$ cat config.mk
export PLATFORM = sky130hd
export DESIGN_NAME = alu_md_unit
export DESIGN_NICKNAME = d
export VERILOG_FILES = /design/src/rtl/alu_md_unit.sv
export SDC_FILE = /design/constraint.sdc
export NUM_CORES = 1
export LEC_CHECK = 0
export CORE_UTILIZATION = 55
export CTS_CLUSTER_SIZE = 12
export DETAILED_ROUTE_END_ITERATION = 8
export PLACE_DENSITY = 0.78
export SETUP_SLACK_MARGIN = 0.3
export SKIP_LAST_GASP = 1
export SYNTH_ARGS = -nofsm -noshare
export SYNTH_HDL_FRONTEND = slang
export SYNTH_SLANG_ARGS = --single-unit
$ cat constraint.sdc
create_clock -name clk -period 3.6 [get_ports clk]
set_clock_uncertainty 0.2 [all_clocks]
set_input_delay 0.54 -clock clk [delete_from_list [all_inputs] [get_ports clk]]
set_output_delay 0.54 -clock clk [all_outputs]
set_load 0.02 [all_outputs]
$ cat src/rtl/alu_md_unit.sv
// rtl/alu_md_unit.sv - execute-stage ALU with registered results and optional iterative multiply/divide
// Optional feature macro: ALU_MULDIV_EN
//   defined   : ops 9-12 (MUL, MULH, DIV, REM) run one bit per cycle, WIDTH+1 cycle latency
//   undefined : no multiply/divide datapath; ops 9-12 act as NOP (result 0, latency 1), in_ready tied to 1
// Ports:
//   clk        rising-edge clock
//   rst_n      asynchronous active-low reset
//   flush      synchronous abort of the in-flight op; drops an op offered in the same cycle
//   in_valid   operands/op valid          in_ready   unit can accept this cycle
//   operand_a  source A                   operand_b  source B / shift amount (low SHW bits)
//   alu_op     operation select (0 ADD .. 8 LUI, 9 MUL, 10 MULH, 11 DIV, 12 REM, 15 NOP)
//   out_valid  one-cycle result pulse     alu_result registered result
//   zero       compare flag of alu_result: 00 zero, 01 positive, 10 negative
module alu_md_unit #(
    parameter int WIDTH = 32
) (
    input  logic             clk,
    input  logic             rst_n,
    input  logic             flush,
    input  logic             in_valid,
    output logic             in_ready,
    input  logic [WIDTH-1:0] operand_a,
    input  logic [WIDTH-1:0] operand_b,
    input  logic [3:0]       alu_op,
    output logic             out_valid,
    output logic [WIDTH-1:0] alu_result,
    output logic [1:0]       zero
);
    localparam int SHW = $clog2(WIDTH);

    typedef enum logic [1:0] {
        S_IDLE = 2'd0,
        S_CALC = 2'd1,
        S_DONE = 2'd2
    } state_e;

    state_e           state_q, state_d;
    logic             out_valid_q, out_valid_d;
    logic [WIDTH-1:0] result_q, result_d;
    logic [1:0]       zero_q, zero_d;

    logic             ready;
    logic             accept;
    logic             start_md;
    logic [SHW-1:0]   shamt;
    logic [WIDTH-1:0] alu_res;

    function automatic logic [1:0] cmp_flag(input logic [WIDTH-1:0] v);
        if (v == '0) begin
            return 2'b00;
        end else if (v[WIDTH-1]) begin
            return 2'b10;
        end else begin
            return 2'b01;
        end
    endfunction

    assign shamt  = operand_b[SHW-1:0];
    // ready is low throughout CALC, so accept can only fire in IDLE/DONE
    assign accept = in_valid && ready && !flush;

    always_comb begin : single_cycle_ops
        alu_res = '0;
        case (alu_op)
            4'd0:    alu_res = operand_a + operand_b;
            4'd1:    alu_res = operand_a - operand_b;
            4'd2:    alu_res = operand_a & operand_b;
            4'd3:    alu_res = operand_a | operand_b;
            4'd4:    alu_res = operand_a ^ operand_b;
            4'd5:    alu_res = operand_a << shamt;
            4'd6:    alu_res = operand_a >> shamt;
            4'd7:    alu_res = $signed(operand_a) >>> shamt;
            4'd8:    alu_res = operand_b;
            default: alu_res = '0;
        endcase
    end

`ifdef ALU_MULDIV_EN
    logic             in_ready_q, in_ready_d;
    logic [SHW:0]     count_q, count_d;
    // hi/lo: product {hi,lo} for multiply, {remainder, dividend/quotient} for divide
    logic [WIDTH-1:0] hi_q, hi_d;
    logic [WIDTH-1:0] lo_q, lo_d;
    logic [WIDTH-1:0] mcand_q, mcand_d;
    logic [1:0]       md_op_q, md_op_d;
    logic             neg_q, neg_d;
    logic             neg_rem_q, neg_rem_d;

    logic             is_md;
    logic             a_neg, b_neg;
    logic [WIDTH-1:0] abs_a, abs_b;
    logic [WIDTH:0]   mul_sum, div_sh, div_diff;
    logic             div_ge;
    logic [WIDTH-1:0] hi_nx, lo_nx, md_res;
    logic [2*WIDTH-1:0] prod, prod_s;

    assign ready    = in_ready_q;
    assign is_md    = (alu_op >= 4'd9) && (alu_op <= 4'd12);
    assign start_md = accept && is_md;
    assign a_neg    = operand_a[WIDTH-1];
    assign b_neg    = operand_b[WIDTH-1];
    // Most-negative maps onto itself, which reads correctly as the unsigned magnitude
    assign abs_a    = a_neg ? -operand_a : operand_a;
    assign abs_b    = b_neg ? -operand_b : operand_b;

    always_comb begin : md_step
        mul_sum  = {1'b0, hi_q} + (lo_q[0] ? {1'b0, mcand_q} : '0);
        div_sh   = {hi_q, lo_q[WIDTH-1]};
        div_diff = div_sh - {1'b0, mcand_q};
        div_ge   = (div_sh >= {1'b0, mcand_q});
        if (md_op_q[1]) begin
            // restoring divide: quotient bits shift into lo from the right
            hi_nx = div_ge ? div_diff[WIDTH-1:0] : div_sh[WIDTH-1:0];
            lo_nx = {lo_q[WIDTH-2:0], div_ge};
        end else begin
            // shift-add multiply: consume multiplier LSB, shift product right
            hi_nx = mul_sum[WIDTH:1];
            lo_nx = {mul_sum[0], lo_q[WIDTH-1:1]};
        end
        prod   = {hi_nx, lo_nx};
        prod_s = neg_q ? -prod : prod;
        case (md_op_q)
            2'd0:    md_res = prod_s[WIDTH-1:0];
            2'd1:    md_res = prod_s[2*WIDTH-1:WIDTH];
            2'd2:    md_res = neg_q ? -lo_nx : lo_nx;
            default: md_res = neg_rem_q ? -hi_nx : hi_nx;
        endcase
    end
`else
    assign ready    = 1'b1;
    assign start_md = 1'b0;
`endif

    always_comb begin : fsm_next
        state_d     = state_q;
        out_valid_d = 1'b0;
        result_d    = result_q;
        zero_d      = zero_q;
`ifdef ALU_MULDIV_EN
        in_ready_d  = in_ready_q;
        count_d     = count_q;
        hi_d        = hi_q;
        lo_d        = lo_q;
        mcand_d     = mcand_q;
        md_op_d     = md_op_q;
        neg_d       = neg_q;
        neg_rem_d   = neg_rem_q;
`endif
        case (state_q)
`ifdef ALU_MULDIV_EN
            S_CALC: begin
                if (flush) begin
                    state_d    = S_IDLE;
                    in_ready_d = 1'b1;
                    count_d    = '0;
                end else begin
                    hi_d    = hi_nx;
                    lo_d    = lo_nx;
                    count_d = count_q - (SHW+1)'(1);
                    if (count_q == (SHW+1)'(1)) begin
                        state_d     = S_DONE;
                        in_ready_d  = 1'b1;
                        out_valid_d = 1'b1;
                        result_d    = md_res;
                        zero_d      = cmp_flag(md_res);
                    end
                end
            end
`endif
            default: begin
                // IDLE and DONE behave identically; DONE only marks the completion cycle
                state_d = S_IDLE;
`ifdef ALU_MULDIV_EN
                in_ready_d = 1'b1;
                if (start_md) begin
                    state_d    = S_CALC;
                    in_ready_d = 1'b0;
                    count_d    = (SHW+1)'(WIDTH);
                    hi_d       = '0;
                    lo_d       = abs_a;
                    mcand_d    = abs_b;
                    // 9,10,11,12 -> 0,1,2,3
                    md_op_d    = alu_op[1:0] + 2'd3;
                    // a zero divisor keeps the all-ones magnitude un-negated
                    neg_d      = (a_neg ^ b_neg) && (operand_b != '0);
                    neg_rem_d  = a_neg;
                end
`endif
                if (accept && !start_md) begin
                    result_d    = alu_res;
                    zero_d      = cmp_flag(alu_res);
                    out_valid_d = 1'b1;
                end
            end
        endcase
    end

    always_ff @(posedge clk or negedge rst_n) begin
        if (!rst_n) begin
            state_q     <= S_IDLE;
            out_valid_q <= 1'b0;
            result_q    <= '0;
            zero_q      <= 2'b00;
`ifdef ALU_MULDIV_EN
            in_ready_q  <= 1'b1;
            count_q     <= '0;
            hi_q        <= '0;
            lo_q        <= '0;
            mcand_q     <= '0;
            md_op_q     <= 2'd0;
            neg_q       <= 1'b0;
            neg_rem_q   <= 1'b0;
`endif
        end else begin
            state_q     <= state_d;
            out_valid_q <= out_valid_d;
            result_q    <= result_d;
            zero_q      <= zero_d;
`ifdef ALU_MULDIV_EN
            in_ready_q  <= in_ready_d;
            count_q     <= count_d;
            hi_q        <= hi_d;
            lo_q        <= lo_d;
            mcand_q     <= mcand_d;
            md_op_q     <= md_op_d;
            neg_q       <= neg_d;
            neg_rem_q   <= neg_rem_d;
`endif
        end
    end

    assign in_ready   = ready;
    assign out_valid  = out_valid_q;
    assign alu_result = result_q;
    assign zero       = zero_q;

endmodule

==> reports/results.txt, run 1 <==
row cnt: 50
Ports: 108
Die Ht: 140 µm
largest net degree at the start of global routing: 72
Synth cell types: 87
Initial Util: 56.1%
Commonest cells post-synth: nand2_1 (176), o21ai_0 (98), ha_1 (97)
post-synthesis mux area share: 18.7%
#FFs+latches synth: 35
status: did not finish
clock root buffer: clkbuf_16
cell taking the most area after synthesis: ha_1
Post-Synth Simple-Gate Area: 19.6%
Final Wtd Congestion: 1.11
cts hold-fix bufs: 0
Die X: 140 µm
XOR/XNOR Fraction of Synth Area: 4.09%
worst-path endpoint after global-route repair_timing: zero[0]$_DFFE_PN0P_/D
Post-Syn Nets: 1581
Async S/R FF share, synth: 100%
kind of the worst endpoint: sequential cell input
GRT Total Usage: 84.9%
ranking of synthesized cells by area: ha_1 (12%), dfrtp_1 (8.3%), mux4_2 (6.9%)
top_reg_cell synth: dfrtp_1
Synth Area in Adders: 11.8%
post-synthesis compound-gate area fraction: 29.5%
Port-buffer cells: 106
post-synthesis sequential area ratio: 8.34%
CTS sink cnt: 35
synthesized area: 10500 µm²
Fail Step: 5_1_grt
Max Buffers Root-to-Sink: 2
Log Error: [ERROR GRT-0232] Routing congestion too high. Check the congestion heatmap in the GUI.
area share of the largest cell type after synthesis: 11.6%
Ys Warns: 0
Post-synth EDFFs: 0
largest family of logic cells by synthesized area: compound AO/OA/AOI/OAI gates
syn avg cell area: 7.44 µm²
CTS H-Tree Depth: 2
most frequent cell after synthesis: nand2_1
grt total ovfl: 427
post-detail-place hpwl: 41.9 mm
CTS Buf Count: 5
Post-Syn Instances: 1411
==> per-stage QoR <==
step	instance area [µm²]	instances	setup WS (ns)	utilization [%]	hold WS (ns)
floorplan	10900	1411	-1.11	-	0.0444
global placement	15200	2116	-1.64	81.1	0.257
detailed placement	15200	2116	-1.80	81.1	0.271
CTS	16400	2165	-0.882	87.6	0.285
==> per-layer routing <==
layer  overflow  global-route usage, %
met2        279                    103
met4        144                   89.8
met5          0                   18.8
met3          1                   65.5
met1          3                   85.9
==> logic make-up after synthesis <==
family / count (synthesis)
buffers and inverters: 196
AOI/OAI and AO/OA: 460
xor gates and xnor gates: 49
and+or+nand+nor: 433
adders and majority gates: 98
DFF: 35
muxes: 139
other: 1
==> repair_timing <==
item	CTS
setup buffers	39
setup endpoints to repair	33
gates resized for setup	206
gates cloned	2
pin swaps	113
==> run 2: changes to the inputs <==
Settings changed: CORE_UTILIZATION 55 to 40, CTS_CLUSTER_SIZE 12 to not set, PLACE_DENSITY 0.78 to not set, PLACE_DENSITY_LB_ADDON set to 0.15, SETUP_SLACK_MARGIN 0.3 to not set.
==> run 2 against run 1 <==
The flow now finishes, with violations (setup timing). Area after synthesis unchanged. Synthesized cell count did not move.
==> reports/results.txt, run 2 <==
status: finished, violations left (was did not finish)
failing checks: setup timing
area grow syn2layout: 62.1%
cell mode on critical path: buf_6
Tmin final: 4.47 ns
post-synthesis sequential area ratio: 8.34% (unchanged)
Ys Warns: 0 (unchanged)
P per Cell Area: 230 nW/µm²
Net Sw Frac: 44.1%
Final Wtd Congestion: 1.01 (was 1.11)
cts hold-fix bufs: 0 (unchanged)
commonest non-fill, non-tap cell in the layout: buf_4
# setup viols final: 21
WP data arrival: 4.43 ns
Synth cell types: 87 (unchanged)
hold crit path type: register to register
Post-Syn Instances: 1411 (unchanged)
area share of the largest cell type after synthesis: 11.6% (unchanged)
Port-buffer cells: 106 (unchanged)
vias: 14100
pre-CTS WS: -1.96 ns (was -1.80 ns)
DR iter-0 viols: 1781
final-report max-slew violation count: 0
RSZ-0062 raised after global routing: yes
Clock power frac: 13.4%
Post-synth EDFFs: 0 (unchanged)
clock root buffer: clkbuf_16 (unchanged)
Via density: 6.16
final hold slack: 0.277 ns
CP max-delay cell: or4_4
combinational power share: 74.0%
Async S/R FF share, synth: 100% (unchanged)
Hold Vio Cnt, Final: 0
grt total ovfl: 0
Commonest cells post-synth: nand2_1 (176), o21ai_0 (98), ha_1 (97) (unchanged)
global-route wire length before repair: 81.5 mm
GRT Total Usage: 40.7%
core box area: 25500 µm²
initial antenna violation count: 0
Sequential Power Share: 12.6%
fillers: 2219
Clock Latency Late Sink: 0.28 ns
Die X: 164 µm (was 140 µm)
ranking of synthesized cells by area: ha_1 (12%), dfrtp_1 (8.3%), mux4_2 (6.9%) (unchanged)
vias in the first global route: 13300
Slew @ Worst Pin: 1.01 ns
worst vdd ir: 0.000297 V
row cnt: 58 (was 50)
internal power: 2.19 mW
Worst path max stage delay: 0.54 ns
TritonCTS clock tree: built
Final WS setup: -0.872 ns
top_reg_cell synth: dfrtp_1 (unchanged)
crit-path cells: buf_6 > buf_4 > or4_4 > nor4_4 > buf_6 > a31oi_2 > xnor2_1 > ha_1 > buf_6 > a21oi_2 > nor3_2 > a2111oi_4 > nand3_2 > nor3_4 > nand4_1 > or4_4 > nor4_2 > a22oi_1
WS Path Type: input pin to register
post-detail-place hpwl: 44.5 mm (was 41.9 mm)
die area: 26900 µm²
synthesized area: 10500 µm² (unchanged)
most frequent cells in the layout: buf_4 (516), nand2_1 (165), ha_1 (90), clkdlybuf4s50_1 (87), inv_1 (72)
WP buf/inv: 4
CP startpoint kind: input pin
router iterations before antenna repair: 5
most frequent cell after synthesis: nand2_1 (unchanged)
CTS sink cnt: 35 (unchanged)
Final ANT Viol Nets: 0
Hold Path Origin: alu_result[16]
Residual DRC: 0
FMAX: 224 MHz
#FFs+latches synth: 35 (unchanged)
cell taking the most area after synthesis: ha_1 (unchanged)
Ports: 108 (unchanged)
Relative slew margins: 32.3%
clock slew at reported path FFs: 0.06 ns
reg2reg start: zero[0]
share of post-route cells with drive strength above 1: 42.8%
Total Routed Length: 56.6 mm
Initial Util: 41.2% (was 56.1%)
Post-Syn Nets: 1581 (unchanged)
# nets final: 2132
max FFs per register: 32
syn avg cell area: 7.44 µm² (unchanged)
critical path data required time: 3.56 ns
largest net degree at the start of global routing: 93
crit end category: register
CP Launch Point: operand_b[6]
Max Cap Viol: 0
CTS Buf Count: 5 (unchanged)
Max Buffers Root-to-Sink: 2 (unchanged)
n_diodes: 0
CP top delay family: simple AND/OR/NAND/NOR gates
NetSw: 1.72 mW
CP max FO: 5
Pleak: 7.68 nW
CTS H-Tree Depth: 2 (unchanged)
part of the cycle the worst path needs: 124%
Die Ht: 164 µm (was 140 µm)
Routed wire per std cell: 24.7 µm
run 2: cell counts after synthesis:
No cell type changed its count.
run 2: cell families after synthesis:
logic type / after synthesis / share of synthesized area (%)
fa+ha+maj: 98 / 11.8
simple gates: 433 / 19.6
flops: 35 / 8.34
xor+xnor: 49 / 4.09
mux: 139 / 18.7
compound gates: 460 / 29.5
other cells: 1 / 0.0357
buf+inv: 196 / 8.01
run 2: what timing repair did:
item / in CTS / in global routing
endpoints found under the setup margin: 28 / 27
setup buffers: 32 / 33
pin swaps: 96 / 71
gates resized for setup: 162 / 114
cloned: 0 / 1
run 2: final timing paths:
| path | end | slack, ns | cells past startpoint |
|---|---|---|---|
| max | zero[0] | -0.87 | 18 |
| min | alu_result[16] | 0.28 | 2 |
| max reg2reg | zero[0] | 1.74 | 5 |
| min reg2reg | alu_result[16] | 0.28 | 2 |
| max in group asynchronous | alu_result[10] | 2.38 | 2 |
| min in group asynchronous | zero[1] | 0.48 | 2 |
run 2: area by class of cell:
| cell class | instances | area [µm²] | area share (%) |
|---|---|---|---|
| clock inverter | 2 | 35.0 | 0.206 |
| tap | 330 | 413 | 2.43 |
| sequential | 35 | 876 | 5.15 |
| multi-input combinational | 1180 | 9840 | 57.8 |
| timing repair buffer | 661 | 5410 | 31.8 |
| inverter | 79 | 304 | 1.79 |
| clock buffer | 6 | 139 | 0.816 |
run 2: power by group through the flow:
| stage | registers (mW) | logic (mW) | clock network (mW) |
|---|---|---|---|
| floorplan | 0.574 | 1.14 | 0 |
| global placement | 0.496 | 2.49 | 0 |
| detailed placement | 0.498 | 2.51 | 0 |
| CTS | 0.493 | 2.66 | 0.528 |
| global route | 0.500 | 3.04 | 0.549 |
| finish | 0.493 | 2.89 | 0.522 |
run 2: stage by stage:
step | utilization (%) | area [µm²] | cells | power [mW] | setup TNS [ns]
after detailed placement | 60.7 | 15500 | 2235 | 3.01 | -29.41
final | 66.8 | 17000 | 2293 | 3.91 | -8.53
after global routing | 66.8 | 17000 | 2293 | 4.09 | -12.01
after CTS | 64.2 | 16400 | 2269 | 3.68 | -7.22
after floorplan | - | 10900 | 1411 | 1.71 | -9.10
after global placement | 60.7 | 15500 | 2235 | 2.99 | -27.45
run 2: worst reg2reg max path: cells and delay by family (launching register included):
kind / cells / cell delay (ns)
AO/OA/AOI/OAI: 1 / 0.09
flip-flops: 1 / 0.40
AND/OR/NAND/NOR: 4 / 1.05
run 2: routing by layer:
metal | global-route usage, % | part of all wire [%]
met2 | 63.4 | 44
met3 | 7.02 | 9.1
met4 | 15.3 | 4.4
met5 | 0 | 0
met1 | 55.9 | 42
(Power assumes the default switching activity.)
==> run 3: changes to the inputs <==
Settings changed: CORE_UTILIZATION 40 to 55.
==> run 3 against run 2 <==
The flow now stops in 5_1_grt. Area after synthesis is the same. Synthesized cell count stayed put.
==> reports/results.txt, run 3 <==
status: did not finish (was finished, violations left)
Fail Step: 5_1_grt
Log Error: [ERROR GRT-0116] Global routing finished with congestion. Check the congestion regions in the DRC Viewer.
Synth cell types: 87 (unchanged)
vias in the first global route: 16900
Final Wtd Congestion: 1.10 (was 1.01)
Max Buffers Root-to-Sink: 2 (unchanged)
row cnt: 50 (was 58)
cell taking the most area after synthesis: ha_1 (unchanged)
CTS H-Tree Depth: 2 (unchanged)
Post-Syn Instances: 1411 (unchanged)
top_reg_cell synth: dfrtp_1 (unchanged)
synthesized area: 10500 µm² (unchanged)
Die Ht: 140 µm (was 164 µm)
Die X: 140 µm (was 164 µm)
post-synthesis sequential area ratio: 8.34% (unchanged)
#FFs+latches synth: 35 (unchanged)
grt total ovfl: 14
syn avg cell area: 7.44 µm² (unchanged)
Ports: 108 (unchanged)
largest net degree at the start of global routing: 82
Initial Util: 56.1% (was 41.2%)
cts hold-fix bufs: 0 (unchanged)
area share of the largest cell type after synthesis: 11.6% (unchanged)
post-detail-place hpwl: 42.4 mm (was 44.5 mm)
CTS sink cnt: 35 (unchanged)
Port-buffer cells: 106 (unchanged)
Async S/R FF share, synth: 100% (unchanged)
Commonest cells post-synth: nand2_1 (176), o21ai_0 (98), ha_1 (97) (unchanged)
global-route wire length before repair: 97.1 mm
clock root buffer: clkbuf_16 (unchanged)
ranking of synthesized cells by area: ha_1 (12%), dfrtp_1 (8.3%), mux4_2 (6.9%) (unchanged)
Ys Warns: 0 (unchanged)
most frequent cell after synthesis: nand2_1 (unchanged)
Post-Syn Nets: 1581 (unchanged)
Post-synth EDFFs: 0 (unchanged)
CTS Buf Count: 5 (unchanged)
GRT Total Usage: 65.9%
## run 3: cell counts after synthesis
No cell type changed its count.
## run 3: per-stage QoR
| step | cells | setup TNS [ns] | cell area (µm²) | setup slack [ns] |
|---|---|---|---|---|
| 2_1_floorplan | 1411 | -9.10 | 10900 | -1.11 |
| 3_3_place_gp | 2116 | -25.50 | 15100 | -1.94 |
| 3_5_place_dp | 2116 | -29.88 | 15100 | -2.12 |
| 4_1_cts | 2162 | -8.05 | 16200 | -0.809 |
## run 3: logic make-up after synthesis
logic type	Yosys count	share of synthesized area (%)
other	1	0.0357
AOI/OAI and AO/OA	460	29.5
xor gates and xnor gates	49	4.09
adders and majority gates	98	11.8
DFF	35	8.34
buffers and inverters	196	8.01
and+or+nand+nor	433	19.6
muxes	139	18.7
## run 3: layer usage
layer,GRT usage [%],GRT overflow
met1,72.4,0
met2,88.3,8
met3,36.5,0
met4,62.5,6
met5,6.77,0
## run 3: repair_timing
action,4_1_cts
gates resized for setup,194
cloned,0
buffers inserted,44
setup endpoints to repair,29
pin swaps,111
